===== src/rtl/param_slew_limiter_if.sv =====
// Bundles the target words, the sample strobe and the smoothed outputs of param_slew_limiter.
// When PARAM_SLEW_LIMITER_BYPASS_EN is defined, the bundle also carries the per-channel bypass mask i_bypass.
interface param_slew_limiter_if #(
    parameter int WIDTH = 32,
    parameter int NCH   = 15
);
    logic [NCH*WIDTH-1:0] i_target;
    logic                 i_sample_strobe;
`ifdef PARAM_SLEW_LIMITER_BYPASS_EN
    logic [NCH-1:0]       i_bypass;
`endif
    logic [NCH*WIDTH-1:0] o_param;
    logic                 o_busy;
    logic                 o_done;
    logic                 o_overrun;

`ifdef PARAM_SLEW_LIMITER_BYPASS_EN
    modport master (
        output i_target, i_sample_strobe, i_bypass,
        input  o_param, o_busy, o_done, o_overrun
    );
    modport slave (
        input  i_target, i_sample_strobe, i_bypass,
        output o_param, o_busy, o_done, o_overrun
    );
`else
    modport master (
        output i_target, i_sample_strobe,
        input  o_param, o_busy, o_done, o_overrun
    );
    modport slave (
        input  i_target, i_sample_strobe,
        output o_param, o_busy, o_done, o_overrun
    );
`endif
endinterface


===== src/rtl/param_slew_limiter.sv =====
// Round-robin slew limiter: each sample strobe moves every smoothed parameter toward its target by one shared-adder step.
// Optional PARAM_SLEW_LIMITER_BYPASS_EN lets a channel jump straight to its target when its i_bypass bit is set.
//
//   state  | meaning
//   -------+-----------------------------------------------------------
//   S_IDLE | waiting for i_sample_strobe; no channel is touched
//   S_RUN  | sweep in progress, channel r_idx is updated on every edge
module param_slew_limiter #(
    parameter int WIDTH = 32,
    parameter int NCH   = 15,
    parameter int SHIFT = 4
) (
    input  logic                  i_wb_clk,
    input  logic                  i_rst_n,
    param_slew_limiter_if.slave   bus
);
    localparam int IDX_W = (NCH > 1) ? $clog2(NCH) : 1;

    typedef enum logic {
        S_IDLE = 1'b0,
        S_RUN  = 1'b1
    } state_t;

    state_t             r_state;
    state_t             w_state_nxt;
    logic [IDX_W-1:0]   r_idx;
    logic [IDX_W-1:0]   w_idx_nxt;
    logic               r_pending;
    logic               w_pending_nxt;
    logic               r_done;
    logic               w_done_nxt;
    logic               r_overrun;
    logic               w_overrun_nxt;
    logic               w_upd_en;
    logic               w_last;

    logic [WIDTH-1:0]   r_param  [NCH];
    logic [WIDTH-1:0]   w_target [NCH];
    logic [WIDTH-1:0]   w_cur;
    logic [WIDTH-1:0]   w_tgt;
    logic signed [WIDTH:0] w_diff;
    logic signed [WIDTH:0] w_step_sh;
    logic [WIDTH-1:0]   w_step;
    logic [WIDTH-1:0]   w_slew;
    logic [WIDTH-1:0]   w_next;

    for (genvar g = 0; g < NCH; g++) begin : g_pack
        assign w_target[g]                 = bus.i_target[g*WIDTH +: WIDTH];
        assign bus.o_param[g*WIDTH +: WIDTH] = r_param[g];
    end

    assign bus.o_busy    = (r_state == S_RUN);
    assign bus.o_done    = r_done;
    assign bus.o_overrun = r_overrun;

    assign w_last = (r_idx == IDX_W'(NCH - 1));

    always_ff @(posedge i_wb_clk) begin
        if (!i_rst_n) begin
            r_state   <= S_IDLE;
            r_idx     <= '0;
            r_pending <= 1'b0;
            r_done    <= 1'b0;
            r_overrun <= 1'b0;
        end else begin
            r_state   <= w_state_nxt;
            r_idx     <= w_idx_nxt;
            r_pending <= w_pending_nxt;
            r_done    <= w_done_nxt;
            r_overrun <= w_overrun_nxt;
        end
    end

    // A strobe on the final edge of a sweep is folded into pending, so it restarts the sweep directly.
    always_comb begin
        w_state_nxt   = r_state;
        w_idx_nxt     = r_idx;
        w_pending_nxt = r_pending;
        w_done_nxt    = 1'b0;
        w_overrun_nxt = 1'b0;
        w_upd_en      = 1'b0;
        case (r_state)
            S_IDLE: begin
                if (bus.i_sample_strobe) begin
                    w_state_nxt = S_RUN;
                    w_idx_nxt   = '0;
                end
            end
            S_RUN: begin
                w_upd_en = 1'b1;
                if (bus.i_sample_strobe) begin
                    w_overrun_nxt = 1'b1;
                    w_pending_nxt = 1'b1;
                end
                if (w_last) begin
                    w_done_nxt = 1'b1;
                    w_idx_nxt  = '0;
                    if (r_pending || bus.i_sample_strobe) begin
                        w_pending_nxt = 1'b0;
                    end else begin
                        w_state_nxt = S_IDLE;
                    end
                end else begin
                    w_idx_nxt = r_idx + IDX_W'(1);
                end
            end
            default: begin
                w_state_nxt = S_IDLE;
            end
        endcase
    end

    assign w_cur     = r_param[r_idx];
    assign w_tgt     = w_target[r_idx];
    assign w_diff    = $signed({1'b0, w_tgt}) - $signed({1'b0, w_cur});
    assign w_step_sh = w_diff >>> SHIFT;

    // Force a unit step once the shifted difference vanishes so every channel lands exactly on target.
    always_comb begin
        w_step = w_step_sh[WIDTH-1:0];
        if ((w_step_sh == '0) && (w_diff != '0)) begin
            w_step = w_diff[WIDTH] ? '1 : WIDTH'(1);
        end
    end

    assign w_slew = w_cur + w_step;

`ifdef PARAM_SLEW_LIMITER_BYPASS_EN
    assign w_next = bus.i_bypass[r_idx] ? w_tgt : w_slew;
`else
    assign w_next = w_slew;
`endif

    always_ff @(posedge i_wb_clk) begin
        if (!i_rst_n) begin
            for (int k = 0; k < NCH; k++) begin
                r_param[k] <= '0;
            end
        end else if (w_upd_en) begin
            r_param[r_idx] <= w_next;
        end
    end
endmodule


===== src/flat_wrapper.sv =====
// flat-port wrapper written by rule: the top's interface ports become plain ports
module param_slew_limiter_flat 
#(
    parameter int WIDTH = 32,
    parameter int NCH   = 15,
    parameter int SHIFT = 4
)
  (i_wb_clk, i_rst_n, bus_i_target, bus_i_sample_strobe, bus_o_param, bus_o_busy, bus_o_done, bus_o_overrun);
  param_slew_limiter_if #(.WIDTH(WIDTH), .NCH(NCH)) bus_i ();
  input  logic i_wb_clk;
  input  logic i_rst_n;
  input wire logic [$bits(bus_i.i_target)-1:0] bus_i_target;
  input wire logic [$bits(bus_i.i_sample_strobe)-1:0] bus_i_sample_strobe;
  output wire logic [$bits(bus_i.o_param)-1:0] bus_o_param;
  output wire logic [$bits(bus_i.o_busy)-1:0] bus_o_busy;
  output wire logic [$bits(bus_i.o_done)-1:0] bus_o_done;
  output wire logic [$bits(bus_i.o_overrun)-1:0] bus_o_overrun;
  assign bus_i.i_target = bus_i_target;
  assign bus_i.i_sample_strobe = bus_i_sample_strobe;
  assign bus_o_param = bus_i.o_param;
  assign bus_o_busy = bus_i.o_busy;
  assign bus_o_done = bus_i.o_done;
  assign bus_o_overrun = bus_i.o_overrun;
  param_slew_limiter #(.WIDTH(WIDTH), .NCH(NCH), .SHIFT(SHIFT)) u_core (.i_wb_clk(i_wb_clk), .i_rst_n(i_rst_n), .bus(bus_i));
endmodule

===== config.mk =====
export PLATFORM = sky130hd
export DESIGN_NAME = param_slew_limiter_flat
export DESIGN_NICKNAME = d
export VERILOG_FILES = /design/src/rtl/param_slew_limiter_if.sv /design/src/rtl/param_slew_limiter.sv /design/src/flat_wrapper.sv
export SDC_FILE = /design/constraint.sdc
export NUM_CORES = 1
export LEC_CHECK = 0
export CAP_MARGIN = 20
export CORE_AREA = 3 3 374 376
export CTS_CLUSTER_DIAMETER = 150
export DETAILED_ROUTE_END_ITERATION = 10
export DIE_AREA = 0 0 377 379
export PLACE_DENSITY = 0.44
export SYNTH_ARGS = -nofsm -noshare
export SYNTH_HDL_FRONTEND = slang
export SYNTH_SLANG_ARGS = --single-unit

===== constraint.sdc =====
create_clock -name i_wb_clk -period 17.2 [get_ports i_wb_clk]
set_input_delay 3.44 -clock i_wb_clk [delete_from_list [all_inputs] [get_ports i_wb_clk]]
set_output_delay 3.44 -clock i_wb_clk [all_outputs]
set_load 0.005 [all_outputs]

==> impl_metrics.py <==
metrics = {
    "timing": {
        "finalClockSkew_ps": 34.3,
        "worst_slack_ps": 6680,
        "worstMarginPinSlew_ps": 1020,
        "relSlewSlack": 0.316,
        "setup_violations": 0,
        "drv_slew": 0,
        "hold_violations": 0,
        "post-route-period-util": 0.611,
        "max_freq_mhz": 95.1,
        "fin_setup_tns_ps": 0,
        "period_needed_ps": 10520,
        "rsz0062_at_grt": "no",
    },
    "clock_tree": {
        "hold_buffers": 0,
        "post_cts_buffers": 0,
        "cts_buffers": 55,
        "cts_tree": "built",
        "h-tree-depth": 2,
        "insertion_delay_ps": 620,
        "cts_max_path_buffers": 3,
        "cts_root_buffer": "clkbuf_16",
        "clock_sinks": 524,
        "cts_resized": 0,
        "path_clk_slew_ps": 60,
    },
    "route": {
        "wl_per_cell_um": 32.6,
        "routed_via_density": 4.80,
        "drcViolationCount": 0,
        "drtIter0Drc": 1839,
        "totalWireLength_um": 164000,
        "num_vias": 24121,
        "ant_nets": 0,
        "drt-pass1-iter-count": 5,
    },
    "critical_path": {
        "worstPathMaxFanout": 16,
        "crit_path_end_kind": "register",
        "startpoint_type": "input port",
        "critical_path_required_ps": 17530,
        "worstPathArrival_ps": 10840,
        "critPathKind": "input port to register",
    },
    "floorplanning": {
        "die_height_um": 379,
        "row_count": 136,
        "start_util": 0.216,
        "io_pins": 966,
        "core_mm2": 0.137,
        "die_area_mm2": 0.143,
        "die_width_um": 377,
    },
    "status": {
        "outcome": "finished clean",
    },
    "global_routing": {
        "grt_pass1_vias": 24987,
        "grt_max_degree": 82,
        "grt_usage": 0.220,
        "grt_pass1_wl_um": 217000,
        "antenna_found_initial": 39,
        "overflow": 0,
    },
    "placed_design": {
        "place.gp.congestion": 0.835,
        "dpl-instance-area_mm2": 0.0416,
        "place_ws_ps": 5740,
        "port_buffers": 965,
        "dp_hpwl_um": 126000,
    },
    "power_and_ir_drop": {
        "p_total_mw": 5.09,
        "power_per_cell_area_mw_per_mm2": 118,
        "vdd_drop_max_mv": 0.149,
        "p_leak_nw": 15.1,
    },
    "synth": {
        "synthesis.nets": 2812,
        "synth_top_area_frac": 0.518,
        "synthCells": 2264,
        "ys_seq_area_frac": 0.527,
        "ys.flop_type": "edfxtp_1",
        "ys_warn_count": 0,
        "synth-edff-count": 512,
        "async_flop_share": 0,
        "synth_common_cells": "515 x nor2_1, 512 x edfxtp_1, 287 x mux4_2, 149 x clkbuf_1, 116 x nand2_1",
        "synth_area_leader_cell": "edfxtp_1",
        "ys_ff_latch": 524,
        "synth.area.top_cells": "edfxtp_1 52%, mux4_2 22%, nor2_1 6.5%",
        "synth_cell_types": 74,
        "synth_area_per_cell_um2": 13.1,
        "synth_area_mm2": 0.0297,
        "yosysMostFrequentCell": "nor2_1",
    },
    "finish": {
        "final_area_mm2": 0.0433,
        "finalNetCount": 3728,
        "syn2layout_area_growth_pct": 45.9,
        "drive_gt1_frac": 0.155,
    },
    "min_path": {
        "hp-class": "register to register",
    },
    "run": {
        "cap_violations": 0,
    },
}
-- per-layer routing --
layer | vias to the layer above | global-route usage | routed length, um
met5 | - | 0 | 109
met4 | 16 | 0.0496 | 3880
met3 | 178 | 0.0621 | 13200
met2 | 1033 | 0.393 | 82900
met1 | 12464 | 0.261 | 63500
li1 | 10430 | - | -
-- worst max-delay path: stages --
cell and delay, ps:
clkdlybuf4s50_1 470, mux4_2 520, mux4_2 590, ha_1 540
a211oi_1 160, o21a_1 210, o41ai_1 520, mux2_2 400
a31o_2 210, nor3_1 270, a2111oi_0 160, and4_1 240
a21o_1 150, ha_1 220, fa_1 480, a21o_1 180
a21oi_1 300, o21ai_0 180, a21oi_1 210, o21ba_2 180
o21ai_0 80, a21oi_1 250, xor2_2 720, nor2_1 110
-- layout make-up --
cell class | instances | area [um^2]
fill | 13896 | 93900
sequential | 524 | 15600
inverter | 87 | 327
clock buffer | 77 | 1510
multi-input combinational | 1475 | 13200
tap | 1794 | 2240
antenna | 6 | 15.0
timing repair buffer | 1037 | 10200
clock inverter | 20 | 138
-- worst paths after layout --
path,startpoint,endpoint,slack [ps],cells after the start
worst min register to register,u_core.r_pending,u_core.r_pending,550,2
worst max register to register,u_core.r_idx[0],u_core.r_param[4][12],7790,25
worst max-delay path,bus_i_target[343],u_core.r_param[4][12],6680,24
worst min-delay path,u_core.r_pending,u_core.r_pending,550,2
-- metrics by stage --
stage	cells	util	hold slack [ps]
after floorplan	2264	-	493
after global placement	4915	0.303	531
after CTS	5012	0.315	542
after detailed placement	4915	0.303	529
after global routing	5018	0.316	566
final	5020	0.316	553
-- placed cells by master, fill, tap and decap left out, drive strengths merged, types with 11 or more instances in the layout --
| cell | instances |
|---|---|
| o21bai | 11 |
| buf | 72 |
| nand3 | 17 |
| mux2i | 35 |
| xnor2 | 29 |
| a21oi | 76 |
| dfxtp | 12 |
| xor2 | 18 |
| nand2 | 116 |
| nor3 | 23 |
| inv | 88 |
| and2 | 11 |
| ha | 63 |
| edfxtp | 512 |
| nor3b | 24 |
| and3 | 12 |
| mux4 | 287 |
| o21ai | 77 |
| o211ai | 12 |
| clkbuf | 77 |
| nand2b | 11 |
| nor2 | 515 |
| a21o | 28 |
| clkdlybuf4s50 | 965 |
| clkinv | 17 |
-- flip-flops by register name (all words and copies together), names as in the netlist, named ones only --
signal and flops:
u_core.r_param 512, u_core.r_idx 4, u_core.bus.o_busy 1, u_core.bus.o_done 1
u_core.bus.o_overrun 1, u_core.r_pending 1
-- cells by family (layout without fill, tap and decap cells) --
family / Yosys count / after routing / synth area share
xor gates and xnor gates: 47 / 47 / 0.0141
adders and majority gates: 65 / 65 / 0.0279
muxes: 323 / 323 / 0.230
buffers and inverters: 265 / 1221 / 0.0341
other: 0 / 6 / 0
and+or+nand+nor: 771 / 771 / 0.110
AOI/OAI and AO/OA: 269 / 269 / 0.0574
DFF: 524 / 524 / 0.527
-- report_power, final --
part	switching [mW]	internal [mW]	total (mW)
combinational	1.59	0.802	2.40
clock	0.516	0.624	1.14
sequential	0.0552	1.50	1.56
total	2.16	2.93	5.09
Note: power is estimated with default switching activity, not from simulation.
